==> src/rtl/imm_extend_stage.sv <==
// Immediate generator and PC-relative target adder for the decode/execute
// boundary. Results sit behind a valid/ready handshake with a two-entry skid
// (OUT + SKID), so execute back-pressure never drops or duplicates an entry.
module imm_extend_stage #(
  parameter int unsigned DATA_WIDTH  = 32,
  parameter int unsigned INSTR_WIDTH = 32
) (
  input  logic                   clk,
  input  logic                   rst,
  input  logic                   flush_i,
  input  logic                   valid_i,
  output logic                   ready_o,
  input  logic [INSTR_WIDTH-1:0] instr_i,
  input  logic [2:0]             imm_src_i,
  input  logic [DATA_WIDTH-1:0]  pc_i,
  output logic                   valid_o,
  input  logic                   ready_i,
  output logic [DATA_WIDTH-1:0]  imm_ext_o,
  output logic [DATA_WIDTH-1:0]  target_o,
  output logic [DATA_WIDTH-1:0]  pc_o,
  output logic                   illegal_o
);

  typedef enum logic [2:0] {
    FMT_I     = 3'b000,
    FMT_S     = 3'b001,
    FMT_B     = 3'b010,
    FMT_J     = 3'b011,
    FMT_U     = 3'b100,
    FMT_Z     = 3'b101,
    FMT_SHAMT = 3'b110,
    FMT_RSVD  = 3'b111
  } fmt_t;

  // Encoded as {out_v, skid_v}; 2'b01 is never entered.
  typedef enum logic [1:0] {
    S_EMPTY = 2'b00,
    S_ONE   = 2'b10,
    S_FULL  = 2'b11
  } state_t;

  typedef struct packed {
    logic [DATA_WIDTH-1:0] imm;
    logic [DATA_WIDTH-1:0] target;
    logic [DATA_WIDTH-1:0] pc;
    logic                  illegal;
  } payload_t;

  logic [31:0] raw;
  logic        sext;
  logic        ill;
  logic [DATA_WIDTH-1:0] imm_in;
  payload_t    in_pl;
  payload_t    out_q;
  payload_t    skid_q;
  state_t      state;
  state_t      state_nxt;
  logic        accept;
  logic        load_out;
  logic        out_from_skid;
  logic        load_skid;
  logic        unused_opcode;

  assign unused_opcode = ^instr_i[6:0];

  // Decode the immediate into a 32-bit field, then extend to DATA_WIDTH.
  always_comb begin
    raw  = '0;
    sext = 1'b1;
    ill  = 1'b0;
    case (fmt_t'(imm_src_i))
      FMT_I:     raw = {{20{instr_i[31]}}, instr_i[31:20]};
      FMT_S:     raw = {{20{instr_i[31]}}, instr_i[31:25], instr_i[11:7]};
      FMT_B:     raw = {{20{instr_i[31]}}, instr_i[7], instr_i[30:25], instr_i[11:8], 1'b0};
      FMT_J:     raw = {{12{instr_i[31]}}, instr_i[19:12], instr_i[20], instr_i[30:21], 1'b0};
      FMT_U:     raw = {instr_i[31:12], 12'b0};
      FMT_Z: begin
        sext = 1'b0;
        raw  = {27'b0, instr_i[19:15]};
      end
      FMT_SHAMT: begin
        sext = 1'b0;
        raw  = {26'b0, (DATA_WIDTH == 64) & instr_i[25], instr_i[24:20]};
      end
      default: begin
        raw = '0;
        ill = 1'b1;
      end
    endcase
  end

  assign imm_in        = sext ? DATA_WIDTH'($signed(raw)) : DATA_WIDTH'(raw);
  assign in_pl.imm     = imm_in;
  assign in_pl.target  = pc_i + imm_in;
  assign in_pl.pc      = pc_i;
  assign in_pl.illegal = ill;

  assign ready_o = (state != S_FULL);
  assign valid_o = (state != S_EMPTY);
  assign accept  = valid_i & ready_o;

  // Occupancy state register; reset outranks flush.
  always_ff @(posedge clk) begin
    if (rst) state <= S_EMPTY;
    else     state <= state_nxt;
  end

  // Next state and OUT/SKID load controls; flush overrides accept and fire.
  always_comb begin
    state_nxt     = state;
    load_out      = 1'b0;
    out_from_skid = 1'b0;
    load_skid     = 1'b0;
    if (flush_i) begin
      state_nxt = S_EMPTY;
    end else begin
      case (state)
        S_EMPTY: begin
          if (accept) begin
            load_out  = 1'b1;
            state_nxt = S_ONE;
          end
        end
        S_ONE: begin
          if (ready_i) begin
            load_out  = accept;
            state_nxt = accept ? S_ONE : S_EMPTY;
          end else if (accept) begin
            load_skid = 1'b1;
            state_nxt = S_FULL;
          end
        end
        S_FULL: begin
          if (ready_i) begin
            load_out      = 1'b1;
            out_from_skid = 1'b1;
            state_nxt     = S_ONE;
          end
        end
        default: state_nxt = S_EMPTY;
      endcase
    end
  end

  // Payload registers; the older SKID entry always moves to OUT first.
  always_ff @(posedge clk) begin
    if (rst) begin
      out_q  <= '0;
      skid_q <= '0;
    end else begin
      if (load_out)  out_q  <= out_from_skid ? skid_q : in_pl;
      if (load_skid) skid_q <= in_pl;
    end
  end

  assign imm_ext_o = out_q.imm;
  assign target_o  = out_q.target;
  assign pc_o      = out_q.pc;
  assign illegal_o = out_q.illegal;

endmodule
==> config.mk <==
export PLATFORM = sky130hd
export DESIGN_NAME = imm_extend_stage
export DESIGN_NICKNAME = d
export VERILOG_FILES = /design/src/rtl/imm_extend_stage.sv
export SDC_FILE = /design/constraint.sdc
export NUM_CORES = 1
export LEC_CHECK = 0
export CAP_MARGIN = 20
export CORE_MARGIN = 2
export CORE_UTILIZATION = 40
export CTS_CLUSTER_SIZE = 10
export DETAILED_ROUTE_END_ITERATION = 10
export DONT_BUFFER_PORTS = 1
export SYNTH_ARGS = -nofsm -noshare
export SYNTH_HDL_FRONTEND = slang
export SYNTH_SLANG_ARGS = --single-unit
==> constraint.sdc <==
create_clock -name clk -period 9.5 [get_ports clk]
set_input_delay 1.425 -clock clk [delete_from_list [all_inputs] [get_ports clk]]
set_output_delay 1.425 -clock clk [all_outputs]
set_load 0.02 [all_outputs]
======== After elaboration in Yosys (flattened, before gate mapping) ========
Cells that the tools add are included.
storage, ports and cells
  register bits ........................... 196
operators by class
  add/subtract/negate cells ............... 1
  eq/ne operators ......................... 12
  muxes and demuxes ....................... 19
  bitwise gates (word level) .............. 1
  reduce and logical (&&, ||, !) cells .... 6
operator list
  operator                                                         count
  32-bit one-hot mux with 7 select lines                           1
  97-bit 2-to-1 mux                                                1
  32-bit adder                                                     1
  1-bit 2-to-1 mux                                                 10
  2-bit 2-to-1 mux                                                 5
  3-bit == test, second input constant                             3
  7-bit OR reduction                                               1
  3-bit by 2-bit == test with 1-bit output, second input constant  2
  2-bit inequality test, second input constant                     3
  2-bit one-hot mux with 3 select lines                            1
  2-bit == test, second input constant                             2
  3-bit by 1-bit == test with 1-bit output, second input constant  1
  3-bit logical NOT                                                1
  3-bit inequality test, second input constant                     1
  1-bit one-hot mux with 3 select lines                            1
  3-bit AND reduction                                              1
  2-bit logical NOT                                                1
  2-bit nonzero test                                               1
  2-bit OR reduction                                               1
  1-bit AND                                                        1

======== Depth between registers and ports, before layout ========
  word-level depth ........................ 6
  depth in mapped cells ................... 16
  depth with buffers taken out ............ 15

======== Worst setup path after synthesis ========
Ideal clock, no wire load.
  path type ............................... in2reg
  start ................................... input port imm_src_i[1]
  end ..................................... register out_q (netlist bit target_o[31])
  setup time .............................. 0.122 ns
  arrival ................................. 4.102 ns
  setup slack ............................. 5.275 ns
  stages on the path ...................... 14
  path buffers ............................ 1
  cells stage by stage .................... nor2b_1 -> or2_1 -> clkbuf_2 -> mux2i_1 -> o21ai_0 -> ha_1 -> a21o_1 -> a21oi_2 -> a211o_1 -> a311o_1 -> a21oi_4 -> o31a_4 -> mux2i_1 -> a31oi_1
between the ends
  cells in the longest elaborated chain, start to end .. 4
RTL lines
  item                                         line  text
  start: declaration                           14    input logic [2:0] imm_src_i,
  3-bit == test, or another cell as far along  n/a
  32-bit one-hot mux with 7 select lines (*)   71    case (fmt_t'(imm_src_i))
  net imm_in[3]                                52    logic [DATA_WIDTH-1:0] imm_in;
  32-bit adder (*)                             94    assign in_pl.target = pc_i + imm_in;
  97-bit 2-to-1 mux (*)                        151   if (load_out) out_q <= out_from_skid ? skid_q : in_pl;
  end signal: assignment                       151
  end: declaration                             54    payload_t out_q;
Mark *: on every way through the listed nets, which the timed path passes. The rest lies on a longest branch.
A chain may end at the register's enable or synchronous reset.

======== Final worst setup path ========
  start ................................... input port imm_src_i[1]
  end ..................................... register skid_q[53] in the netlist's numbering
between the ends
  cells in the longest elaborated chain, start to end .. 3
RTL lines
  item                                         line  text
  3-bit == test, or another cell as far along  n/a
  32-bit one-hot mux with 7 select lines (*)   71
  net imm_in[3]                                52
  32-bit adder (*)                             94
  end signal: assignment                       152   if (load_skid) skid_q <= in_pl;
  end: declaration                             55    payload_t skid_q;
Marked as above.

==> qor.yml <==
logic_synthesis:
  synth_seq_cells: 196
  synth-simple-area-share_pct: 21.4
  ys_types: 65
  ys_warn_count: 0
  syn_avg_cell_area_um2: 7.57
  synth_edf_count: 0
  yosysSeqAreaShare_pct: 38.8
  synth_xor_area_share_pct: 2.43
  synth_compound_area_share_pct: 25.7
  yosys.area_share.adder_pct: 4.66
  syn-cell-area_mm2: 0.0101
  syn_nets: 1444
  synthArstFlopShare_pct: 0
  synth_top_family_by_area: "compound AO/OA/AOI/OAI gates"
  synthMuxAreaShare_pct: 1.40
  synth_cells: 1335
  synthFlopType: "dfxtp_1"
worst_setup_path:
  crit-reg2reg-launch: "state[0]"
  arrival_ps: 4960
  crit_slowest_cell: "o21ai_0"
  critPathMaxFanout: 8
  rr_endpoint: "target_o[25]"
  crit_type: "in -> reg"
  cpPeakStageDelay_ps: 690
  required_ps: 9770
  reg2reg_depth: 8
  cp_cell_sequence: "nor2b_1 > or2_1 > mux2i_1 > o21ai_0 > ha_1 > o211ai_1 > a21oi_1 > o21ai_1 > o211ai_2 > a21boi_0 > o21ai_0 > xnor2_1 > o22ai_1"
  r2r_slack_ps: 6690
  cp-end-kind: "flip-flop"
  cpMostUsedCell: "o21ai_0"
  crit_path_start_kind: "input pin"
grt:
  grt_use_met1_pct: 31.2
  grt_use_met2_pct: 35.6
  grt_pass1_vias: 8333
  grt_max_degree: 176
  grtUsageMet3_pct: 5.78
  grt.busiest_layer: "met2"
  antenna_found_initial: 0
  grt_pass1_wl_mm: 47.1
  overflow: 0
  grt.total_usage_pct: 22.7
final_layout:
  fin_cells: 1600
  nFillCells: 2599
  syn_to_final_growth_pct: 6.81
  post-route-cell-area_mm2: 0.0108
  nets: 1367
  drive_gt1_share_pct: 5.20
  antennaDiodeCount: 0
worst_hold_path:
  min_path_cells: 2
  holdPathEnd: "skid_q[75]"
  hold_start: "skid_q[75]"
  min_path_type: "reg -> reg"
floorplan:
  die_w_um: 163
  core_area_mm2: 0.0250
  dieArea_mm2: 0.0265
  rows: 58
  start_util_pct: 40.5
  boundaryPins: 171
  die_h_um: 163
sta:
  min_period_over_period_pct: 49.3
  rsz0062_at_grt: "false"
  finalSetupTns_ps: 0
  fin_crit_ps: 4690
  slew_headroom_pct: 34.4
  worst_pin_slew_ps: 984
  slew_violations: 0
  hold_viol: 0
  hold_slack_ps: 454
  finalSetupViolCount: 0
  timing.fmax_mhz: 213
  clock-skew-final_ps: 9.36
clocking:
  cts_setup_buffers: 0
  holdBufCountCts: 0
  clkLatencyLatePin_ps: 430
  clk_pin_slew_worst_paths_ps: 70
  cts_tree: "built"
  cts_sinks: 196
  cts_root_buffer: "clkbuf_16"
  cts_resized: 0
  cts.path.max_buffers: 2
  numCtsBuffers: 17
  htreeDepth: 4
detailed_routing:
  avgViaCountPerCell: 5.70
  num_vias: 9118
  routed_wl_mm: 30.3
  drt-pass1-iter-count: 6
  wl_per_cell_um: 18.9
  final_antenna_net_count: 0
  drc: 0
  drt_iter0_drc: 712
power_and_ir_drop:
  p_per_area_mw_per_mm2: 183
  leakage_uw: 0.00405
  vdd_ir_drop_max_mv: 0.104
place:
  routabilityCongestion: 0.926
  dp_cells: 1569
  port_buffers: 0
  post_dp_cell_area_mm2: 0.0102
  post-dp-hpwl_mm: 20.4
job:
  maxCapViolCount: 0
status:
  status: "complete, no violations"
## worst max path at each step
stage	cells past startpoint	end	slack (ps)	from
after detailed placement	13	skid_q[53]	4430	imm_src_i[1]
final	13	skid_q[53]	4810	imm_src_i[1]
after global routing	12	target_o[29]	4520	imm_src_i[2]
after floorplan	14	target_o[31]	5280	imm_src_i[1]
after CTS	13	skid_q[53]	4880	imm_src_i[1]
after global placement	13	skid_q[53]	4470	imm_src_i[1]
## power by group
part           internal (µW)  switching (µW)  total (µW)
clock network            430             327         757
registers                855            61.5         917
logic                    112             187         299
## placed cells by master, fill, tap and decap left out, types with 17 or more instances in the layout
cell type    n
a211oi_1    28
a21oi_1    166
a311oi_1    47
clkbuf_16   17
dfxtp_1    196
ha_1        36
inv_1       36
nand2_1    317
nand3_1     24
nor2_1     108
nor3_1      29
o211ai_1    26
o21ai_0     36
xnor2_1     19
## state kept, by name, indices dropped and copies added, names as in the netlist
name       cells
pc_o          32
target_o      32
illegal_o      1
state          2
skid_q        97
imm_ext_o     32
## synthesized netlist by cell type (all sizes together), types with 7 or more instances
cell    instances  area (µm²)
ha             36         450
a211oi         30         235
and3           11        68.8
nand2         317        1190
a21o           10        76.3
clkbuf         82         309
buf            24         123
mux2i          13         130
inv            36         135
a31oi          15        93.8
nor2          110         415
o21ai          38         190
nor2b          15        93.8
nand3          24         120
xor2            9        78.8
o211ai         27         208
dfxtp         196        3920
o21a            7        52.6
o22ai           9        56.3
a311oi         47         412
o22a            8        70.1
nor3           31         155
xnor2          19         166
a21oi         169         865
## worst max-delay path: cells and delay by family
kind	cells	cell delay (ps)
mux	1	100
simple gates	2	600
fa+ha+maj	1	440
xor+xnor	1	290
compound gates	8	2100
## logic make-up after synthesis
family | Yosys count
buffers and inverters | 142
multiplexers | 14
XOR/XNOR | 28
AO/OA/AOI/OAI | 392
adder cells (fa/ha/maj) | 37
AND/OR/NAND/NOR | 526
flip-flops | 196
## metrics by stage
step	worst slack, ps	utilization, %	total power (µW)
floorplan	5280	-	1170
global placement	4470	40.8	1230
detailed placement	4430	40.8	1230
CTS	4880	43.2	1990
global route	4520	43.2	2060
finish	4810	43.2	1970
## routing by layer
layer  share of wire [%]  wire length (µm)  vias up
met5                   0                 0        -
met4                 1.7               502        0
met3                 8.1              2450       31
met2                  45             13800      293
met1                  45             13600     4300
li1                    -                 -     4494
## cell type report
cell class / count / area [µm²] / area share, %
Multi-Input combinational cell: 997 / 5630 / 52.2
Tap cell: 330 / 413 / 3.83
Inverter: 36 / 135 / 1.25
Clock inverter: 11 / 153 / 1.41
Sequential cell: 196 / 3920 / 36.4
Timing Repair Buffer: 10 / 75.1 / 0.696
Clock buffer: 20 / 457 / 4.23
Power figures use the tool's default switching activity.
